`src/rtl/mips_ctrl_pkg.sv`:
```
// Shared MIPS pipeline control definitions: PC-source encodings and the
// redirect sequencer state type.
package mips_ctrl_pkg;

    localparam logic [1:0] PCSRC_SEQ = 2'b00;
    localparam logic [1:0] PCSRC_BR  = 2'b01;
    localparam logic [1:0] PCSRC_JMP = 2'b10;

    typedef enum logic [1:0] {
        IDLE     = 2'd0,
        REDIRECT = 2'd1,
        FLUSH    = 2'd2
    } state_t;

endpackage

```
`src/rtl/branch_decide.sv`:
```
// Combinational taken-branch evaluation for the instruction in EX
// (BEQ taken on zero, BNE taken on non-zero). Shared with the hazard unit.
module branch_decide (
    input  logic i_ex_valid,
    input  logic i_Branch,
    input  logic i_NBranch,
    input  logic i_cero,
    output logic o_take_br
);

    // Both opcode flags high is illegal upstream; the OR simply merges them.
    assign o_take_br = i_ex_valid & ((i_Branch & i_cero) | (i_NBranch & ~i_cero));

endmodule

```
`src/rtl/branch_redirect_ctrl.sv`:
```
// PC redirect sequencer: latches a taken branch (EX) or jump (ID), drives the
// PC-source select for one PC-write slot, then holds the wrong-path flushes.
module branch_redirect_ctrl
    import mips_ctrl_pkg::*;
#(
    parameter int NBITS        = 32,
    parameter int FLUSH_CYCLES = 2,
    parameter int CNT_BITS     = 16
) (
    input  logic                i_clk,
    input  logic                i_reset_n,
    input  logic                i_ex_valid,
    input  logic                i_Branch,
    input  logic                i_NBranch,
    input  logic                i_cero,
    input  logic [NBITS-1:0]    i_branch_target,
    input  logic                i_id_jump,
    input  logic [NBITS-1:0]    i_jump_target,
    input  logic                i_stall,
    output logic [1:0]          o_pcSrc,
    output logic [NBITS-1:0]    o_pc_target,
    output logic                o_flush_ifid,
    output logic                o_flush_idex,
    output logic                o_busy,
    output logic [CNT_BITS-1:0] o_taken_count,
    output state_t              o_dbg_state
);

    localparam logic [2:0]          FLUSH_LOAD = 3'(FLUSH_CYCLES - 1);
    localparam logic [CNT_BITS-1:0] CNT_ONE    = {{(CNT_BITS-1){1'b0}}, 1'b1};

    state_t              state_q, state_d;
    logic [1:0]          sel_q, sel_d;
    logic [NBITS-1:0]    target_q, target_d;
    logic [2:0]          fcnt_q, fcnt_d;
    logic [CNT_BITS-1:0] count_q, count_d;
    logic                take_br;

    branch_decide u_branch_decide (
        .i_ex_valid (i_ex_valid),
        .i_Branch   (i_Branch),
        .i_NBranch  (i_NBranch),
        .i_cero     (i_cero),
        .o_take_br  (take_br)
    );

    always_ff @(posedge i_clk or negedge i_reset_n) begin
        if (!i_reset_n) begin
            state_q  <= IDLE;
            sel_q    <= PCSRC_SEQ;
            target_q <= '0;
            fcnt_q   <= '0;
            count_q  <= '0;
        end else begin
            state_q  <= state_d;
            sel_q    <= sel_d;
            target_q <= target_d;
            fcnt_q   <= fcnt_d;
            count_q  <= count_d;
        end
    end

    // i_stall acts as the pipeline's inverted ready: a redirect slot or flush
    // cycle is consumed only on an edge where i_stall is low; otherwise held.
    always_comb begin
        state_d  = state_q;
        sel_d    = sel_q;
        target_d = target_q;
        fcnt_d   = fcnt_q;
        count_d  = count_q;
        case (state_q)
            IDLE: begin
                if (!i_stall) begin
                    if (take_br) begin
                        sel_d    = PCSRC_BR;
                        target_d = i_branch_target;
                        state_d  = REDIRECT;
                    end else if (i_id_jump) begin
                        sel_d    = PCSRC_JMP;
                        target_d = i_jump_target;
                        state_d  = REDIRECT;
                    end
                end
            end
            REDIRECT: begin
                if (!i_stall) begin
                    count_d = (&count_q) ? count_q : count_q + CNT_ONE;
                    fcnt_d  = FLUSH_LOAD;
                    state_d = (FLUSH_CYCLES > 1) ? FLUSH : IDLE;
                end
            end
            FLUSH: begin
                if (!i_stall) begin
                    fcnt_d = fcnt_q - 3'd1;
                    if (fcnt_q <= 3'd1) begin
                        state_d = IDLE;
                    end
                end
            end
            default: state_d = IDLE;
        endcase
    end

    // Outputs decode registered state only, so no input reaches them combinationally.
    assign o_pcSrc       = (state_q == REDIRECT) ? sel_q : PCSRC_SEQ;
    assign o_pc_target   = target_q;
    assign o_flush_ifid  = (state_q != IDLE);
    assign o_flush_idex  = (state_q != IDLE) && (sel_q == PCSRC_BR);
    assign o_busy        = (state_q != IDLE);
    assign o_taken_count = count_q;
    assign o_dbg_state   = state_q;

endmodule

```
`config.mk`:
```
export PLATFORM = sky130hd
export DESIGN_NAME = branch_redirect_ctrl
export DESIGN_NICKNAME = d
export VERILOG_FILES = /design/src/rtl/mips_ctrl_pkg.sv /design/src/rtl/branch_decide.sv /design/src/rtl/branch_redirect_ctrl.sv
export SDC_FILE = /design/constraint.sdc
export NUM_CORES = 1
export LEC_CHECK = 0
export CAP_MARGIN = 10
export CELL_PAD_IN_SITES_DETAIL_PLACEMENT = 0
export CELL_PAD_IN_SITES_GLOBAL_PLACEMENT = 2
export CORE_UTILIZATION = 24
export DETAILED_ROUTE_END_ITERATION = 10
export PLACE_DENSITY = 0.82
export SKIP_CTS_REPAIR_TIMING = 1
export SLEW_MARGIN = 20
export SYNTH_ARGS = -nofsm -noshare
export SYNTH_HDL_FRONTEND = slang
export SYNTH_SLANG_ARGS = --single-unit
```
`constraint.sdc`:
```
create_clock -name i_clk -period 2 [get_ports i_clk]
set_input_delay 0.4 -clock i_clk [delete_from_list [all_inputs] [get_ports i_clk]]
set_output_delay 0.4 -clock i_clk [all_outputs]
set_load 0.02 [all_outputs]
```
==> results.yml <==
synthesis:
  synth_top_flop_cell: "dfrtp_1"
  async_reset_ff_frac: 1.000
  synth-seq-cells: 55
  synth_most_common_cell: "dfrtp_1"
  syn_area_per_cell_sq_um: 11.43
  synthTopCellsByCount: "55 x dfrtp_1, 33 x o22ai_1, 32 x a2bb2oi_1"
  yosysSeqAreaShare: 0.5281
  syn-instance-count: 228
  netlist.area_leader.share: 0.5281
  synth.distinct_cells: 41
  synth_area_leaders: "dfrtp_1 53%, a2bb2oi_1 11%, o22ai_1 7.9%"
  netlist.top_cell.by_area: "dfrtp_1"
  yosys_warnings: 0
  netlist_area_sq_um: 2606
  synth_edf_count: 0
  synth_fp_nets: 303
floorplan:
  die-area_sq_um: 11280
  boundaryPins: 127
  die_w_microns: 106.2
  initial_utilization: 0.2502
  die_h_microns: 106.2
  rows: 37
  core_area_sq_um: 10420
placed_design:
  dp_hpwl_microns: 5219
  gp_congestion: 0.7370
  placed_area_sq_um: 4110
  port_buffers: 126
clock_network:
  numCtsBuffers: 5
  htree_num_levels: 2
  cts_tree: "yes"
  clkLatencyLatePin_ns: 0.31
  clk_path_buf_depth: 2
  clkTransAtPathRegs_ns: 0.11
  cts-root-buf: "clkbuf_8"
  cts_sinks: 55
drt:
  postRouteWirelength_microns: 7357
  drt-initial-drc-count: 90
  drcViolationCount: 0
  wire_per_inst_microns: 14.89
  antenna_left: 0
  firstDrtPassIters: 4
  vias: 2342
  vias_per_cell: 4.741
timing:
  final_hold_viol_count: 0
  grt_setup_unrepaired: "no"
  setup_tns_ns: 0
  worstMarginPinSlew_ns: 0.3369
  slew_viol_final: 0
  min_period_ns: 1.888
  finalSetupViolations: 0
  relSlewSlack: 0.7723
  skew_ns: 0.01534
  hold_ws_ns: 0.04868
  period_share: 0.9438
  clock.fmax_ghz: 0.5298
pwr:
  leakage_nw: 1.785
  power.density_nw_per_um2: 1226
  irDropWorstVdd_uv: 367.9
setup_path:
  reg2reg_setup_slack_ns: 0.22
  critPathLaunch: "o_taken_count[3]"
  slowest_delay_ns: 0.67
  required_ns: 1.60
  critical_path_buf_inv_count: 1
  cp-end-kind: "output port"
  crit_family: "buffers and inverters"
  crit_cells: 1
  rr_endpoint: "o_taken_count[1]"
  slowest_stage: "clkdlybuf4s50_1"
  reg2reg_depth: 6
  crit_type: "flop to output port"
  crit_end: "o_taken_count[3]"
  startpoint_type: "flop"
  r2r-start: "o_taken_count[0]"
  cp_cell_sequence: "clkdlybuf4s50_1"
  cp_max_fo: 6
  cp.arrival_ns: 1.49
finish:
  nets: 433
  num_antenna_cells: 0
  drive_gt1_frac: 0.09777
  area_delta_synth_final_pct: 62.41
  nFillCells: 1006
  stdcell_area_sq_um: 4233
grt:
  grt_max_degree: 56
  grt_pass1_vias: 2412
  gr-total-overflow: 0
  grt_pass1_wl_microns: 12010
  grt_usage: 0.1312
  grt_antenna_before_repair: 0
run_status:
  outcome: "completed"
job:
  maxCapViolCount: 0
min_path:
  hold_path_class: "input port to asynchronous set/reset pin"
## worst min-delay path by stage
| stage | start | slack, ns | cells after the start | endpoint |
|---|---|---|---|---|
| floorplan | i_reset_n | 0.10 | 0 | fcnt_q[0] |
| global placement | i_reset_n | 0.42 | 2 | o_taken_count[3] |
| detailed placement | i_reset_n | 0.42 | 2 | o_taken_count[6] |
| CTS | i_reset_n | 0.08 | 2 | o_taken_count[6] |
| global route | i_reset_n | 0.08 | 2 | o_taken_count[3] |
| finish | i_reset_n | 0.05 | 2 | o_taken_count[3] |
## worst register-to-register path, stage by stage, from the launching register on
cell	delay, ns
dfrtp_1	0.42
ha_1	0.27
nand4_1	0.18
nor4_4	0.27
buf_4	0.19
nor2_2	0.06
mux2_4	0.29
## per-layer routing
metal / routed length (microns) / up-vias / GRT usage / share of wire
li1: - / 1137 / - / -
met1: 3341 / 1105 / 0.1701 / 0.45
met2: 3359 / 96 / 0.2189 / 0.46
met3: 618 / 4 / 0.03617 / 0.084
met4: 38 / 0 / 0.02480 / 0.0052
met5: 0 / - / 0 / 0
## registers in the layout, indices dropped and copies added, names as in the netlist
signal and cells:
fcnt_q 3, o_dbg_state 2, o_pc_target 32, o_taken_count 16, sel_q 2
## final cells by class
cell class                      instances  area [sq um]  area share
Clock buffer                            5         68.82     0.01626
Clock inverter                          2         37.54    0.008868
Inverter                                4         15.01    0.003547
Multi-Input combinational cell        153          1132      0.2675
Sequential cell                        55          1378      0.3255
Tap cell                              136         170.2     0.04020
Timing Repair Buffer                  139          1431      0.3382
## stage by stage
step	power [W]	setup WS, ns	util	std cells
after floorplan	0.003210	0.1559	-	228
after global placement	0.004487	-0.09233	0.3946	487
after detailed placement	0.004512	-0.1032	0.3946	487
after CTS	0.005274	-0.2092	0.4048	494
after global routing	0.005513	0.04882	0.4064	494
final	0.005190	0.1125	0.4064	494
## cell families after synthesis
| family | count (synthesis) | share of synthesized area |
|---|---|---|
| compound gates | 85 | 0.2319 |
| xor+xnor | 14 | 0.04705 |
| fa+ha+maj | 3 | 0.01440 |
| buf+inv | 20 | 0.03744 |
| flops | 55 | 0.5281 |
| mux | 2 | 0.01008 |
| simple gates | 49 | 0.1311 |
## placed cells by master, fill, tap and decap left out, types with 2 or more instances in the layout
cell / n
clkdlybuf4s50_1: 119
dfrtp_1: 54
o22ai_1: 33
a2bb2oi_1: 32
xor2_1: 9
a21oi_1: 9
nand3_1: 8
nand2_1: 8
buf_4: 8
o21ai_0: 6
dlymetal6s2s_1: 6
xnor2_1: 5
clkbuf_8: 5
buf_12: 5
inv_1: 3
and3_1: 3
nand4_1: 3
nor2_1: 3
nor3_1: 3
nor4_1: 3
ha_1: 3
nor4_4: 2
nor2_2: 2
nor4b_1: 2
nor3_2: 2
## report_power, final
part / internal, W / switching (W)
logic: 0.00138 / 0.00125
clock network: 0.000367 / 0.000361
registers: 0.00154 / 0.000288
total: 0.00329 / 0.00190
Note: power is estimated with default switching activity, not from simulation.
